$ cat src/rtl/spi_mnrch_param.sv
`timescale 1ns/1ps
// spi_mnrch_param: parametrised SPI mode-3 monarch (master).
// One frame of WIDTH bits per accepted wrt, MSB first, SCLK period 2^DIV_LOG2 clk,
// NUM_SS active-low selects, H-cycle porches before/after the bit train and an
// H-cycle inter-frame SS_n gap. rd_data updates only when a frame completes.
// Optional build macro SPI_MNRCH_MISO_SYNC2_EN: two-flop MISO synchroniser
// instead of a single flop (only the MISO sampling latency changes).
module spi_mnrch_param #(
  parameter int WIDTH    = 16,
  parameter int DIV_LOG2 = 4,
  parameter int NUM_SS   = 1,
  localparam int SSW     = (NUM_SS > 1) ? $clog2(NUM_SS) : 1
) (
  input  logic              clk,
  input  logic              rst,
  input  logic              wrt,
  input  logic [WIDTH-1:0]  wt_data,
  input  logic [SSW-1:0]    ss_sel,
  input  logic              MISO,
  output logic              MOSI,
  output logic              SCLK,
  output logic [NUM_SS-1:0] SS_n,
  output logic [WIDTH-1:0]  rd_data,
  output logic              done,
  output logic              busy
);

  localparam int HW = DIV_LOG2 - 1;        // half-period counter width, H = 2^HW
  localparam int BW = $clog2(WIDTH) + 1;   // rising-edge counter width

  typedef enum logic [2:0] {IDLE, PORCH_F, XFER, PORCH_B, GAP} state_t;

  state_t            state_q, state_d;
  logic [HW-1:0]     cnt_q, cnt_d;
  logic [BW-1:0]     bit_cnt_q, bit_cnt_d;
  logic [WIDTH-1:0]  shreg_q, shreg_d;
  logic              sample_q, sample_d;
  logic              sclk_q, sclk_d;
  logic              mosi_q, mosi_d;
  logic [NUM_SS-1:0] ss_n_q, ss_n_d;
  logic [WIDTH-1:0]  rd_data_q, rd_data_d;
  logic              done_q, done_d;
  logic              busy_q, busy_d;
  logic              half_end;

`ifdef SPI_MNRCH_MISO_SYNC2_EN
  logic miso_meta_q, miso_meta_d;
  logic miso_sync_q, miso_sync_d;

  // Two-stage synchroniser input selection.
  always_comb begin
    miso_meta_d = MISO;
    miso_sync_d = miso_meta_q;
  end

  // Two-stage synchroniser registers.
  always_ff @(posedge clk) begin
    miso_meta_q <= miso_meta_d;
    miso_sync_q <= miso_sync_d;
  end
`else
  logic miso_sync_q, miso_sync_d;

  // Single-stage synchroniser input selection.
  always_comb miso_sync_d = MISO;

  // Single-stage synchroniser register.
  always_ff @(posedge clk) begin
    miso_sync_q <= miso_sync_d;
  end
`endif

  // The half-period counter wraps to zero on its last count, so every phase starts fresh.
  assign half_end = (cnt_q == {HW{1'b1}});

  // Next-state, SCLK/MOSI/SS_n sequencing and shift-register updates.
  always_comb begin
    // NOTE: every _d takes its held value first, so no path through the case leaves a latch.
    state_d   = state_q;
    cnt_d     = cnt_q;
    bit_cnt_d = bit_cnt_q;
    shreg_d   = shreg_q;
    sample_d  = sample_q;
    sclk_d    = sclk_q;
    mosi_d    = mosi_q;
    ss_n_d    = ss_n_q;
    rd_data_d = rd_data_q;
    done_d    = done_q;
    busy_d    = busy_q;

    if (state_q != IDLE) cnt_d = cnt_q + HW'(1);

    case (state_q)
      IDLE: begin
        if (wrt) begin
          shreg_d   = wt_data;
          mosi_d    = wt_data[WIDTH-1];
          ss_n_d    = '1;
          for (int i = 0; i < NUM_SS; i++) begin
            if (ss_sel == SSW'(i)) ss_n_d[i] = 1'b0;
          end
          cnt_d     = '0;
          bit_cnt_d = '0;
          done_d    = 1'b0;
          busy_d    = 1'b1;
          state_d   = PORCH_F;
        end
      end
      PORCH_F: begin
        // First fall: MOSI already holds the MSB, so nothing shifts here.
        if (half_end) begin
          sclk_d  = 1'b0;
          state_d = XFER;
        end
      end
      XFER: begin
        if (half_end) begin
          if (!sclk_q) begin
            sclk_d    = 1'b1;
            sample_d  = miso_sync_q;
            bit_cnt_d = bit_cnt_q + BW'(1);
          end else if (bit_cnt_q == BW'(WIDTH)) begin
            state_d = PORCH_B;
          end else begin
            sclk_d  = 1'b0;
            shreg_d = {shreg_q[WIDTH-2:0], sample_q};
            mosi_d  = shreg_q[WIDTH-2];
          end
        end
      end
      PORCH_B: begin
        if (half_end) begin
          rd_data_d = {shreg_q[WIDTH-2:0], sample_q};
          done_d    = 1'b1;
          ss_n_d    = '1;
          mosi_d    = 1'b0;
          state_d   = GAP;
        end
      end
      GAP: begin
        if (half_end) begin
          busy_d  = 1'b0;
          state_d = IDLE;
        end
      end
      default: state_d = IDLE;
    endcase
  end

  // Control and output registers with synchronous reset.
  always_ff @(posedge clk) begin
    // NOTE: non-blocking assignments here so all flops update from pre-edge values.
    if (rst) begin
      state_q   <= IDLE;
      cnt_q     <= '0;
      bit_cnt_q <= '0;
      sclk_q    <= 1'b1;
      mosi_q    <= 1'b0;
      ss_n_q    <= '1;
      rd_data_q <= '0;
      done_q    <= 1'b0;
      busy_q    <= 1'b0;
    end else begin
      state_q   <= state_d;
      cnt_q     <= cnt_d;
      bit_cnt_q <= bit_cnt_d;
      sclk_q    <= sclk_d;
      mosi_q    <= mosi_d;
      ss_n_q    <= ss_n_d;
      rd_data_q <= rd_data_d;
      done_q    <= done_d;
      busy_q    <= busy_d;
    end
  end

  // Datapath registers.
  always_ff @(posedge clk) begin
    // NOTE: no reset needed: shreg is loaded on accept and sample is written before any use.
    shreg_q  <= shreg_d;
    sample_q <= sample_d;
  end

  assign MOSI    = mosi_q;
  assign SCLK    = sclk_q;
  assign SS_n    = ss_n_q;
  assign rd_data = rd_data_q;
  assign done    = done_q;
  assign busy    = busy_q;

endmodule
$ cat config.mk
export PLATFORM = sky130hd
export DESIGN_NAME = spi_mnrch_param
export DESIGN_NICKNAME = d
export VERILOG_FILES = /design/src/rtl/spi_mnrch_param.sv
export SDC_FILE = /design/constraint.sdc
export NUM_CORES = 1
export LEC_CHECK = 0
export ABC_AREA = 1
export BUFFER_PORTS_ARGS = -buffer_cell sky130_fd_sc_hd__buf_2
export CORE_ASPECT_RATIO = 1.25
export CORE_UTILIZATION = 58
export DETAILED_ROUTE_END_ITERATION = 6
export HOLD_SLACK_MARGIN = 0.15
export PLACE_DENSITY_LB_ADDON = 0.1
export RECOVER_POWER = 50
export SYNTH_ARGS = -nofsm -noshare
export SYNTH_HDL_FRONTEND = slang
export SYNTH_SLANG_ARGS = --single-unit
$ cat constraint.sdc
create_clock -name clk -period 4.32 [get_ports clk]
set_input_delay 0.432 -clock clk [delete_from_list [all_inputs] [get_ports clk]]
set_output_delay 0.432 -clock clk [all_outputs]
set_load 0.02 [all_outputs]
==> metrics.md <==
| Metric | Value |
|---|---|
| CP top delay family | `simple AND/OR/NAND/NOR gates` |
| Post-synthesis sequential area ratio | `0.526` |
| Worst Clk Skew | `0.00748 ns` |
| Core Box Area | `3540 µm²` |
| Worst Hold Class | `primary input to register` |
| Clk Tree Root Cell | `clkbuf_8` |
| Critical-path maximum fanout | `19` |
| Buffers & Inverters on Critical Path | `0` |
| Crit-path cells | `nand2_2 > nor2_1 > nand2_2 > nand2_1 > a21oi_1` |
| # placed instances | `340` |
| M1 GR Usage | `0.329` |
| CTS hold repair buffers | `0` |
| WP data arrival | `2.65 ns` |
| Layout Cells excl Fill | `348` |
| Post-route ant nets | `0` |
| Area Overhead vs Synth | `13.5%` |
| Worst Path Class, Setup | `register to register` |
| Switching share of power | `0.353` |
| Syn_area_per_cell | `8.03 µm²` |
| Post-DR wirelength/cell | `13.7 µm` |
| Busiest layer in global routing | `met2` |
| DR vias/cell | `5.29` |
| Number of diodes | `0` |
| Mapped Area | `2170 µm²` |
| CP required | `4.49 ns` |
| Post-synth cell types | `24` |
| Gpl congestion | `0.927` |
| Fin util | `0.695` |
| Cell leakage power | `1.05 nW` |
| Syn nets | `296` |
| Vias in the first global route | `1795` |
| Detailed-route DRC error count | `2` |
| Worst-Margin Slew | `1.30 ns` |
| Final Critical Period | `2.48 ns` |
| CTS resizes | `0` |
| Psw | `504 µW` |
| Slowest cell on the critical path | `nor2_1` |
| Largest net degree at the start of global routing | `26` |
| Clock tree from TritonCTS | `yes` |
| Comb power frac | `0.267` |
| Cell area power density | `581 nW/µm²` |
| RSZ-0062 raised after global routing | `no` |
| Post-DP HPWL | `3310 µm` |
| Startpoint types | `register` |
| Power share of the clock group | `0.241` |
| Internal power | `926 µW` |
| Post-synth top area share | `0.305` |
| Drt first pass iters | `6` |
| Synth top area cells | `dfxtp_1 (30%), edfxtp_1 (22%), nand2_1 (16%), nand3_1 (6.9%), a21oi_1 (5.8%)` |
| Wire length of the first global-routing pass | `8140 µm` |
| GRT overflow | `0` |
| Die span in y | `70.4 µm` |
| Worst Setup End Kind | `register` |
| Slew HR | `0.127` |
| CP peak stage delay | `0.99 ns` |
| Critical Path Most Common Cell | `nand2_2` |
| Grt met3 use | `0.0407` |
| Final TNS setup | `0 ns` |
| Achievable Freq | `403 MHz` |
| Synth Warn # | `0` |
| # Max-Cap Violations | `0` |
| Num Clock Sinks | `49` |
| Rows | `24` |
| Gate Count Post-Synth | `270` |
| GRT Util Overall | `0.267` |
| Via Count | `1841` |
| CTS Buf Count | `5` |
| # IOs | `42` |
| Die area | `3990 µm²` |
| Post-route clock period utilization | `0.575` |
| Setup violations, final | `0` |
| Fin. Hold Viols | `0` |
| Final Max Tran Viols | `0` |
| Setup Fix Bufs, Post-CTS | `0` |
| Initial DRC count | `93` |
| Layout cells sized above 1 | `0.117` |
| Initial core utilization | `0.612` |
| CTS Buffer Depth | `2` |
| Clk slew on worst S/H paths | `0.09 ns` |
| Violations in the final reports | `DRC` |
| Nets | `334` |
| Clk Latency, worst-skew pair | `0.30 ns` |
| Worst VDD drop | `0.337 mV` |
| Reg power frac | `0.492` |
| Area leader, netlist | `dfxtp_1` |
| Status | `finished with violations` |
| H-tree Lvls | `2` |
| Seq cells post-synth | `49` |
| Initial antenna violation count | `0` |
| GR Util met2 | `0.467` |
| Number of port buffers | `41` |
| Die Width | `56.7 µm` |
| Total length of routed wires | `4770 µm` |
==> per-stage QoR <==
step	instance area, µm²	setup WS, ns	hold slack, ns	power [mW]
after floorplan	2170	1.95	0.386	0.989
after global placement	2380	2.09	0.386	1.10
after detailed placement	2380	2.05	0.391	1.10
after CTS	2500	2.04	0.223	1.44
after global routing	2460	1.64	0.222	1.53
final	2460	1.84	0.227	1.43
==> synthesized netlist by cell type (all sizes together) <==
cell	number
edfxtp	16
buf	5
xnor2	1
clkbuf	5
nand3	31
nand2	98
nor2	19
inv	18
nand3b	1
nor3	3
dfxtp	33
o21ai	5
a21oi	25
o21bai	2
ha	5
xor2	2
a221oi	1
==> logic make-up (layout without fill, tap and decap cells) <==
kind of cell | after synthesis | in the layout | synth area share
AO/OA/AOI/OAI | 33 | 33 | 0.0802
XOR/XNOR | 3 | 3 | 0.0121
adder cells (fa/ha/maj) | 5 | 5 | 0.0289
buffers and inverters | 28 | 67 | 0.0519
flip-flops | 49 | 49 | 0.526
AND/OR/NAND/NOR | 152 | 152 | 0.301
==> layout make-up <==
type | count | area (µm²)
fill | 326 | 1080
inverter | 18 | 67.6
clock inverter | 2 | 37.5
sequential | 49 | 1140
clock buffer | 6 | 82.6
tap | 39 | 48.8
timing repair buffer | 41 | 179
multi-input combinational | 193 | 905
==> layer usage <==
metal  up-vias  wire (µm)
met2        49       2490
met4         0         73
met1       835       2010
li1        951          -
met5         -          0
met3         6        205
==> placed cells by master, fill, tap and decap left out, types with 2 or more instances in the layout <==
cell type	count
nand2_1	95
ha_1	5
clkbuf_8	6
nand2_2	3
inv_2	2
nor2_1	18
o21ai_0	4
clkbuf_1	21
nand3_1	30
dfxtp_1	33
buf_2	20
xor2_1	2
a21oi_1	25
nor3_1	2
edfxtp_1	16
inv_1	16
o21bai_1	2
==> final timing paths <==
| kind | start | end | slack (ns) | cells after the start |
|---|---|---|---|---|
| max | state_q[1] | rd_data[2] | 1.84 | 5 |
| min reg2reg | miso_sync_q | sample_q | 0.41 | 0 |
| min | MISO | miso_sync_q | 0.23 | 1 |
| max reg2reg | state_q[1] | rd_data[2] | 1.84 | 5 |
==> power groups by stage <==
stage	Combinational [mW]	Sequential, mW	Clock (mW)
2_1_floorplan	0.286	0.704	0
3_3_place_gp	0.385	0.712	0
3_5_place_dp	0.390	0.714	0
4_1_cts	0.393	0.703	0.348
5_1_grt	0.441	0.716	0.369
6_report	0.382	0.704	0.345
==> sequential cells by signal, indices dropped and copies added (netlist names), 3 cells and up <==
| name | flops |
|---|---|
| bit_cnt_q | 5 |
| cnt_q | 3 |
| rd_data | 16 |
| shreg_q | 15 |
| state_q | 3 |
Note: power is estimated with default switching activity, not from simulation.
